[config.mk]
export PLATFORM = sky130hd
export DESIGN_NAME = adc_ser_tx_flat
export DESIGN_NICKNAME = d
export VERILOG_FILES = /design/src/rtl/adc_ser_pkg.sv /design/src/rtl/adc_ser_tx_if.sv /design/src/rtl/adc_ser_tx_piso_shift.sv /design/src/rtl/adc_ser_tx.sv /design/src/flat_wrapper.sv
export SDC_FILE = /design/constraint.sdc
export NUM_CORES = 1
export LEC_CHECK = 0
export ABC_AREA = 1
export CAP_MARGIN = 40
export CORE_MARGIN = 5
export CORE_UTILIZATION = 52
export CTS_CLUSTER_DIAMETER = 80
export CTS_CLUSTER_SIZE = 25
export DETAILED_ROUTE_END_ITERATION = 8
export PLACE_DENSITY = 0.91
export SLEW_MARGIN = 20
export SYNTH_ARGS = -nofsm -noshare
export SYNTH_HDL_FRONTEND = slang
export SYNTH_SLANG_ARGS = --single-unit
[constraint.sdc]
create_clock -name clk -period 1.8 [get_ports clk]
set_input_delay 0.36 -clock clk [delete_from_list [all_inputs] [get_ports clk]]
set_output_delay 0.36 -clock clk [all_outputs]
set_load 0.005 [all_outputs]
[src/rtl/adc_ser_pkg.sv]
// adc_ser_pkg: shared definitions for the ADC serial transmitter.
// Provides a constant-evaluable clog2, the bit-counter width and
// frame-high length helpers (both derived from the word width), and the
// transmitter state enumeration.
package adc_ser_pkg;

    // Ceiling log2; evaluates to 0 for values of 0 or 1.
    function automatic int clog2(input int value);
        int w;
        w = 0;
        for (int v = value - 1; v > 0; v = v >> 1) begin
            w = w + 1;
        end
        return w;
    endfunction

    // Width of the bit counter that runs 0..numout-1 (never narrower than 1).
    function automatic int bit_cnt_w(input int numout);
        return (clog2(numout) < 1) ? 1 : clog2(numout);
    endfunction

    // Number of leading bits of each frame during which FR is high.
    function automatic int fr_high(input int numout);
        return numout / 2;
    endfunction

    typedef enum logic [0:0] {
        IDLE = 1'b0,
        RUN  = 1'b1
    } state_e;

endpackage

[src/rtl/adc_ser_tx_if.sv]
// adc_ser_tx_if: parallel word handshake into the serial transmitter.
//   DIN        parallel word (NUMOUT bits)
//   DIN_VALID  DIN holds a word to transfer
//   DIN_READY  transmitter holding register is empty
// A transfer happens on a rising clk edge where DIN_VALID & DIN_READY.
interface adc_ser_tx_if #(
    parameter int NUMOUT = 8
);
    logic [NUMOUT-1:0] DIN;
    logic              DIN_VALID;
    logic              DIN_READY;

    modport master (output DIN, output DIN_VALID, input  DIN_READY);
    modport slave  (input  DIN, input  DIN_VALID, output DIN_READY);
endinterface

[src/rtl/adc_ser_tx_piso_shift.sv]
// piso_shift: parallel-load, serial-out shift register.
//   clk, rst    clock and synchronous active-high reset (clears register)
//   load        load load_data (takes priority over shift_en)
//   load_data   word to load
//   shift_en    advance to the next bit
//   sout        current serial bit, taken straight from a register bit
// MSB_FIRST=1 emits bit NUMOUT-1 first; MSB_FIRST=0 emits bit 0 first.
module piso_shift #(
    parameter int NUMOUT    = 8,
    parameter bit MSB_FIRST = 1'b1
) (
    input  logic              clk,
    input  logic              rst,
    input  logic              load,
    input  logic [NUMOUT-1:0] load_data,
    input  logic              shift_en,
    output logic              sout
);

    logic [NUMOUT-1:0] sr_r;

    // Shift register: reset, parallel load, or shift toward the output end.
    always_ff @(posedge clk) begin
        if (rst) begin
            sr_r <= '0;
        end else if (load) begin
            sr_r <= load_data;
        end else if (shift_en) begin
            sr_r <= MSB_FIRST ? {sr_r[NUMOUT-2:0], 1'b0} : {1'b0, sr_r[NUMOUT-1:1]};
        end else begin
            sr_r <= sr_r;
        end
    end

    assign sout = MSB_FIRST ? sr_r[NUMOUT-1] : sr_r[0];

endmodule

[src/rtl/adc_ser_tx.sv]
// adc_ser_tx: parallel-to-serial framed transmitter (FR / DCI / D).
//   clk, rst       system clock (one serial bit per cycle), sync active-high reset
//   EN             1 = stream; 0 = finish the current frame then idle
//   bus (slave)    DIN / DIN_VALID / DIN_READY word handshake
//   FR             high for the first NUMOUT/2 bits of each frame
//   DCI            bit clock, 1 on even bit positions, edge-aligned to D
//   D              serial data
//   BUSY           1 while running
//   UNDERFLOW      sticky flag, set when IDLE_WORD is substituted
//   UNDERFLOW_CNT  saturating count of substituted words
// All outputs come straight from registers. The bit counter k names the bit
// that is visible on D during the current cycle.
module adc_ser_tx
    import adc_ser_pkg::*;
#(
    parameter int              NUMOUT    = 8,
    parameter bit              MSB_FIRST = 1'b1,
    parameter logic [NUMOUT-1:0] IDLE_WORD = '0,
    parameter int              CNT_W     = 16
) (
    input  logic              clk,
    input  logic              rst,
    input  logic              EN,
    adc_ser_tx_if.slave       bus,
    output logic              FR,
    output logic              DCI,
    output logic              D,
    output logic              BUSY,
    output logic              UNDERFLOW,
    output logic [CNT_W-1:0]  UNDERFLOW_CNT
);

    localparam int              KW      = bit_cnt_w(NUMOUT);
    localparam logic [KW-1:0]   K_LAST  = KW'(NUMOUT - 1);
    localparam logic [KW-1:0]   K_HALF  = KW'(fr_high(NUMOUT));
    localparam logic [CNT_W-1:0] CNT_MAX = '1;

    state_e            state_r, state_s;
    logic [KW-1:0]     k_r, k_s;
    logic [NUMOUT-1:0] hold_r;
    logic              hold_full_r, hold_full_s;
    logic              din_ready_r;
    logic              fr_r, dci_r, busy_r;
    logic              uf_r;
    logic [CNT_W-1:0]  uf_cnt_r;

    logic              accept_s;
    logic              load_s;
    logic [NUMOUT-1:0] load_word_s;
    logic              shift_s;
    logic              consume_s;
    logic              underflow_s;
    logic              sout_s;

    assign accept_s = bus.DIN_VALID & din_ready_r;

    // Next-state / datapath control. Loads happen only from IDLE or at the
    // frame boundary; leaving RUN loads zero so D reads 0 while idle.
    always_comb begin
        state_s     = state_r;
        k_s         = k_r;
        load_s      = 1'b0;
        load_word_s = hold_r;
        shift_s     = 1'b0;
        consume_s   = 1'b0;
        underflow_s = 1'b0;
        case (state_r)
            IDLE: begin
                k_s = '0;
                if (EN && hold_full_r) begin
                    load_s    = 1'b1;
                    consume_s = 1'b1;
                    state_s   = RUN;
                end else begin
                    state_s   = IDLE;
                end
            end
            RUN: begin
                if (k_r == K_LAST) begin
                    k_s = '0;
                    if (!EN) begin
                        state_s     = IDLE;
                        load_s      = 1'b1;
                        load_word_s = '0;
                    end else if (hold_full_r) begin
                        load_s    = 1'b1;
                        consume_s = 1'b1;
                    end else begin
                        // A word accepted on this same edge is not visible yet.
                        load_s      = 1'b1;
                        load_word_s = IDLE_WORD;
                        underflow_s = 1'b1;
                    end
                end else begin
                    k_s     = k_r + KW'(1);
                    shift_s = 1'b1;
                end
            end
            default: begin
                state_s     = IDLE;
                k_s         = '0;
                load_s      = 1'b1;
                load_word_s = '0;
            end
        endcase
    end

    // Holding-register occupancy after this edge; consume and accept are
    // mutually exclusive because READY is only high while empty.
    always_comb begin
        hold_full_s = hold_full_r;
        if (consume_s) begin
            hold_full_s = 1'b0;
        end else if (accept_s) begin
            hold_full_s = 1'b1;
        end else begin
            hold_full_s = hold_full_r;
        end
    end

    // State, bit counter and the registered framing outputs.
    always_ff @(posedge clk) begin
        if (rst) begin
            state_r <= IDLE;
            k_r     <= '0;
            fr_r    <= 1'b0;
            dci_r   <= 1'b0;
            busy_r  <= 1'b0;
        end else begin
            state_r <= state_s;
            k_r     <= k_s;
            fr_r    <= (state_s == RUN) && (k_s < K_HALF);
            dci_r   <= (state_s == RUN) && !k_s[0];
            busy_r  <= (state_s == RUN);
        end
    end

    // Holding register and its registered READY (no same-cycle bypass).
    always_ff @(posedge clk) begin
        if (rst) begin
            hold_r      <= '0;
            hold_full_r <= 1'b0;
            din_ready_r <= 1'b1;
        end else begin
            if (accept_s) begin
                hold_r <= bus.DIN;
            end else begin
                hold_r <= hold_r;
            end
            hold_full_r <= hold_full_s;
            din_ready_r <= !hold_full_s;
        end
    end

    // Sticky underflow flag and saturating substitution counter.
    always_ff @(posedge clk) begin
        if (rst) begin
            uf_r     <= 1'b0;
            uf_cnt_r <= '0;
        end else if (underflow_s) begin
            uf_r     <= 1'b1;
            uf_cnt_r <= (uf_cnt_r == CNT_MAX) ? uf_cnt_r : uf_cnt_r + CNT_W'(1);
        end else begin
            uf_r     <= uf_r;
            uf_cnt_r <= uf_cnt_r;
        end
    end

    piso_shift #(
        .NUMOUT    (NUMOUT),
        .MSB_FIRST (MSB_FIRST)
    ) u_piso (
        .clk       (clk),
        .rst       (rst),
        .load      (load_s),
        .load_data (load_word_s),
        .shift_en  (shift_s),
        .sout      (sout_s)
    );

    assign bus.DIN_READY = din_ready_r;
    assign FR            = fr_r;
    assign DCI           = dci_r;
    assign D             = sout_s;
    assign BUSY          = busy_r;
    assign UNDERFLOW     = uf_r;
    assign UNDERFLOW_CNT = uf_cnt_r;

endmodule

[src/flat_wrapper.sv]
// flat-port wrapper written by rule: the top's interface ports become plain ports
module adc_ser_tx_flat import adc_ser_pkg::*;
#(
    parameter int              NUMOUT    = 8,
    parameter bit              MSB_FIRST = 1'b1,
    parameter logic [NUMOUT-1:0] IDLE_WORD = '0,
    parameter int              CNT_W     = 16
)
  (clk, rst, EN, FR, DCI, D, BUSY, UNDERFLOW, UNDERFLOW_CNT, bus_DIN, bus_DIN_VALID, bus_DIN_READY);
  adc_ser_tx_if #(.NUMOUT(NUMOUT)) bus_i ();
  input  logic clk;
  input  logic rst;
  input  logic EN;
  output logic FR;
  output logic DCI;
  output logic D;
  output logic BUSY;
  output logic UNDERFLOW;
  output logic [CNT_W-1:0] UNDERFLOW_CNT;
  input wire logic [$bits(bus_i.DIN)-1:0] bus_DIN;
  input wire logic [$bits(bus_i.DIN_VALID)-1:0] bus_DIN_VALID;
  output wire logic [$bits(bus_i.DIN_READY)-1:0] bus_DIN_READY;
  assign bus_i.DIN = bus_DIN;
  assign bus_i.DIN_VALID = bus_DIN_VALID;
  assign bus_DIN_READY = bus_i.DIN_READY;
  adc_ser_tx #(.NUMOUT(NUMOUT), .MSB_FIRST(MSB_FIRST), .IDLE_WORD(IDLE_WORD), .CNT_W(CNT_W)) u_core (.clk(clk), .rst(rst), .EN(EN), .bus(bus_i), .FR(FR), .DCI(DCI), .D(D), .BUSY(BUSY), .UNDERFLOW(UNDERFLOW), .UNDERFLOW_CNT(UNDERFLOW_CNT));
endmodule
== Word-level counts from Yosys, hierarchy flattened ==
Cells that the tools add are included.
Storage, ports and cells
  input port bits: 12
  flip-flop bits (word level): 41
Cells by class
  magnitude comparators: 1
  reduce and logical (&&, ||, !) cells: 7
  muxes and demuxes: 26
  add/subtract/negate cells: 2
  eq/ne operators: 2
  bitwise operators: 3
Operators by type and width (number)
  $mux 8: 6
  $add 16x1->16 const B: 1
  $eq 16x16->1 const B: 1
  $mux 1: 15
  $pmux 1 s2: 3
  $pmux 3 s2: 1
  $add 3x1->3 const B: 1
  $eq 3x3->1 const B: 1
  $logic_and 1x1->1: 3
  $lt 3x3->1 const B: 1
  $mux 3: 1
  $logic_not 1->1: 2
  $not 1->1: 2
  $reduce_and 2->1: 1
  $reduce_bool 2->1: 1
  $and 1x1->1: 1

== Logic depth before layout (Yosys ltp) ==
  word-level depth: 6
  gate-level depth with buffers: 9
  mapped depth without buffers: 9

== Hierarchy ==
Synthesis repeated with hierarchy kept, for this count alone.
Unflattened totals
  cells, all modules: 308
  area, all modules: 2033.2 um^2
Modules (own cells, without submodules)
  adc_ser_tx: sequential area each 660.6 um^2, area an instance 1634.1 um^2, times used 1, cells each 248
  piso_shift: sequential area each 160.2 um^2, area an instance 399.1 um^2, times used 1, cells each 60

== Least setup slack after synthesis ==
No wires, ideal clock.
  path type: flip-flop to flip-flop
  start point: register u_core.uf_cnt_r[0] (netlist: u_core.UNDERFLOW_CNT[0])
  end point: register u_core.uf_cnt_r[10] (netlist: u_core.UNDERFLOW_CNT[10])
  buffers on the path: 1
  library setup time: 138 ps
  arrival: 1371 ps
  cell stages (with the launch flop): 10
  setup slack: 292 ps
  cells stage by stage: dfxtp_1 -> ha_1 -> inv_1 -> nor2_2 -> nand2_2 -> nor2_2 -> nor2_4 -> buf_6 -> nand2_1 -> a21oi_2
On the way
  cells in the longest elaborated chain, start to end: 3
  elaborated cells between the ends (all ways): 4
RTL lines
  start, declared: RTL line adc_ser_tx.sv:45  | logic [CNT_W-1:0] uf_cnt_r;
  start signal, assigned: RTL line adc_ser_tx.sv:162  | uf_cnt_r <= (uf_cnt_r == CNT_MAX) ? uf_cnt_r : uf_cnt_r + CNT_W'(1);
  start signal, assigned: RTL line adc_ser_tx.sv:165  | uf_cnt_r <= uf_cnt_r;
  parallel branches: the longest is 3 deep, another holds $add 16x1->16
Parallel ways; which one is timed is not known.
A chain may end at the register's enable or synchronous reset.

==> metrics.md <==
| Metric | Value |
|---|---|
| Core area | `0.00363 sq mm` |
| DR iter-0 viols | `149` |
| Synth Register Bits | `41` |
| Drt via density | `5.29` |
| Worst Hold Path Cells | `1` |
| Top_reg_cell synth | `dfxtp_1` |
| Final setup skew | `3.43 ps` |
| ANT nets after route | `0` |
| R2R depth | `7` |
| Worst Max-Slew Pin Slew | `391 ps` |
| Initial core utilization | `53.2%` |
| Fraction of layout cells with a size suffix above 1 | `15.8%` |
| Pre-Repair DR Iteration Count | `4` |
| Synth top area cells | `dfxtp_1, nand2_1, nor2_1` |
| Final hold violation count | `0` |
| Period utilisation layout | `94.6%` |
| H-tree levels | `2` |
| Most common library cells after synthesis | `nand2_1, nor2_1, dfxtp_1, nand3_1, inv_1` |
| Synth area leader | `dfxtp_1` |
| Avg Cell Area, Syn | `7.29 sq um` |
| Hold Crit Class | `reg -> reg` |
| Largest net degree at the start of global routing | `22` |
| Max-slew violation count | `0` |
| P per Cell Area | `770 mW/mm^2` |
| Gr ovfl total | `0` |
| Num ports | `34` |
| Placed insts | `357` |
| Post-route worst setup slack | `97.2 ps` |
| WP data arrival | `1340 ps` |
| GRT Total Usage | `19.5%` |
| Initial antenna violation count | `0` |
| MaxCap Viol Count | `0` |
| Largest stage delay, worst path | `560 ps` |
| Crit-path cells | `clkdlybuf4s50_1` |
| Mapped Area | `0.00193 sq mm` |
| Synth top area share | `42.5%` |
| Global placement routability congestion | `0.805` |
| Post-synthesis sequential area ratio | `42.5%` |
| Row Count | `22` |
| DP Worst Slack | `79.9 ps` |
| Root Buffer | `clkbuf_8` |
| Cell variety after synth | `26` |
| Leak Pwr | `0.973 nW` |
| CTS hold repair buffers | `0` |
| Buf/Inv on CP | `1` |
| Avg WL per Cell | `12.8 um` |
| Clock latency on the worst-skew pair | `300 ps` |
| Post-CTS setup buffers | `0` |
| Routed WL | `4660 um` |
| Clock slew at reported path FFs | `80 ps` |
| Worst Path Required | `1440 ps` |
| CTS max path bufs | `2` |
| CP delay by family, top | `buffers and inverters` |
| Hold Slack | `455 ps` |
| TritonCTS buffer count | `5` |
| HPWL Detailed | `3220 um` |
| Critical Path Source Type | `flop` |
| CP max-delay cell | `clkdlybuf4s50_1` |
| Count leader, synth | `nand2_1` |
| Final Non-Filler Cells | `365` |
| Warning count from the yosys run | `0` |
| Achievable Freq | `0.587 GHz` |
| Number of port buffers | `33` |
| Number of synthesized flops with an enable pin | `0` |
| Area Overhead vs Synth | `31.6%` |
| Drc violations | `0` |
| CP Class | `reg -> out` |
| First-pass GRT wire length | `7740 um` |
| Via count | `1930` |
| Max transition margin | `73.8%` |
| Die H | `71.0 um` |
| Final setup violation count | `0` |
| Period minus WS final | `1700 ps` |
| Crit. End Element | `primary output` |
| Syn Nets | `281` |
| Asr flop ratio synth | `0%` |
| Die width | `71.0 um` |
| Design area | `0.00254 sq mm` |
| Area of the die | `0.00504 sq mm` |
| Worst VDD drop | `0.000637 V` |
| CTS tree | `built` |
| Clk sinks | `41` |
| Ant diodes | `0` |
| Mapped Cells | `265` |
| Critical path depth | `1` |
| Status | `complete, no violations` |
| Area after DPL | `0.00242 sq mm` |
| CP max FO | `8` |
| Vias in the first global route | `1748` |
| Layout Nets | `332` |
[worst paths after layout]
kind                   from                 endpoint  slack, ps
max          u_core.state_r                     BUSY        100
min           u_core.k_r[0]            u_core.k_r[0]        460
max reg2reg   u_core.k_r[0]  u_core.UNDERFLOW_CNT[1]        120
min reg2reg   u_core.k_r[0]            u_core.k_r[0]        460
[repair_timing]
item | 4_1_cts | 5_1_grt
gates resized for setup | 0 | 1
hold endpoints to repair | 0 | 0
endpoints found under the setup margin | 0 | 7
[layer usage]
layer / GRT usage, % / up-vias / routed length (um)
met5: 0 / - / 0
met2: 30.3 / 65 / 2190
met3: 5.97 / 13 / 265
met1: 24.1 / 884 / 2050
met4: 10.9 / 0 / 143
li1: - / 968 / -
[cell families after synthesis]
kind of cell	count (synthesis)	synth area share (%)
AOI/OAI and AO/OA	48	14.6
buffers and inverters	26	5.89
xor gates and xnor gates	6	2.72
and+or+nand+nor	140	31.7
DFF	41	42.5
adders and majority gates	4	2.59
[area by class of cell]
class                           instances  area (sq um)
Tap cell                               48          60.1
Multi-Input combinational cell        198          1010
Inverter                               19          71.3
Fill cell                             300          1090
Sequential cell                        41           821
Clock inverter                          2          37.5
Timing Repair Buffer                   51           465
Clock buffer                            6          82.6
[power breakdown]
| group | switching (W) | internal [W] |
|---|---|---|
| Sequential | 0.0000285 | 0.000955 |
| Combinational | 0.000102 | 0.0000886 |
| Clock | 0.000333 | 0.000451 |
[sequential cells by signal, summed over array words and instances, names as in the netlist]
| register | count |
|---|---|
| u_core.bus.DIN_READY | 1 |
| u_core.UNDERFLOW_CNT | 16 |
| u_core.u_piso.sr_r | 8 |
| u_core.state_r | 1 |
| u_core.DCI | 1 |
| u_core.k_r | 3 |
| u_core.UNDERFLOW | 1 |
| u_core.FR | 1 |
| u_core.hold_full_r | 1 |
| u_core.hold_r | 8 |
[stage by stage]
step	power [W]	setup TNS, ps	utilization, %
final	0.00196	0	70.0
after global routing	0.00204	-4.89	70.0
after CTS	0.00197	0	69.8
after detailed placement	0.00119	0	66.5
after global placement	0.00118	0	66.5
after floorplan	0.00110	0	-
[cell usage in the layout (no fill, tap or decap)]
cell	instances
nand2_1	53
nor2_1	45
dfxtp_1	41
clkdlybuf4s50_1	33
nand3_1	20
buf_4	18
inv_1	16
o21ai_0	15
o21ai_1	11
a21oi_1	10
a21oi_2	10
nand2_2	8
nand4_1	7
clkbuf_8	6
ha_1	4
xnor2_1	3
xor2_1	3
nor2_2	2
nor2_4	2
clkinv_1	2
nor3_1	2
inv_2	1
or2_1	1
o21ai_4	1
a31oi_1	1
bufinv_16	1
clkinvlp_4	1
(Power assumes the default switching activity.)
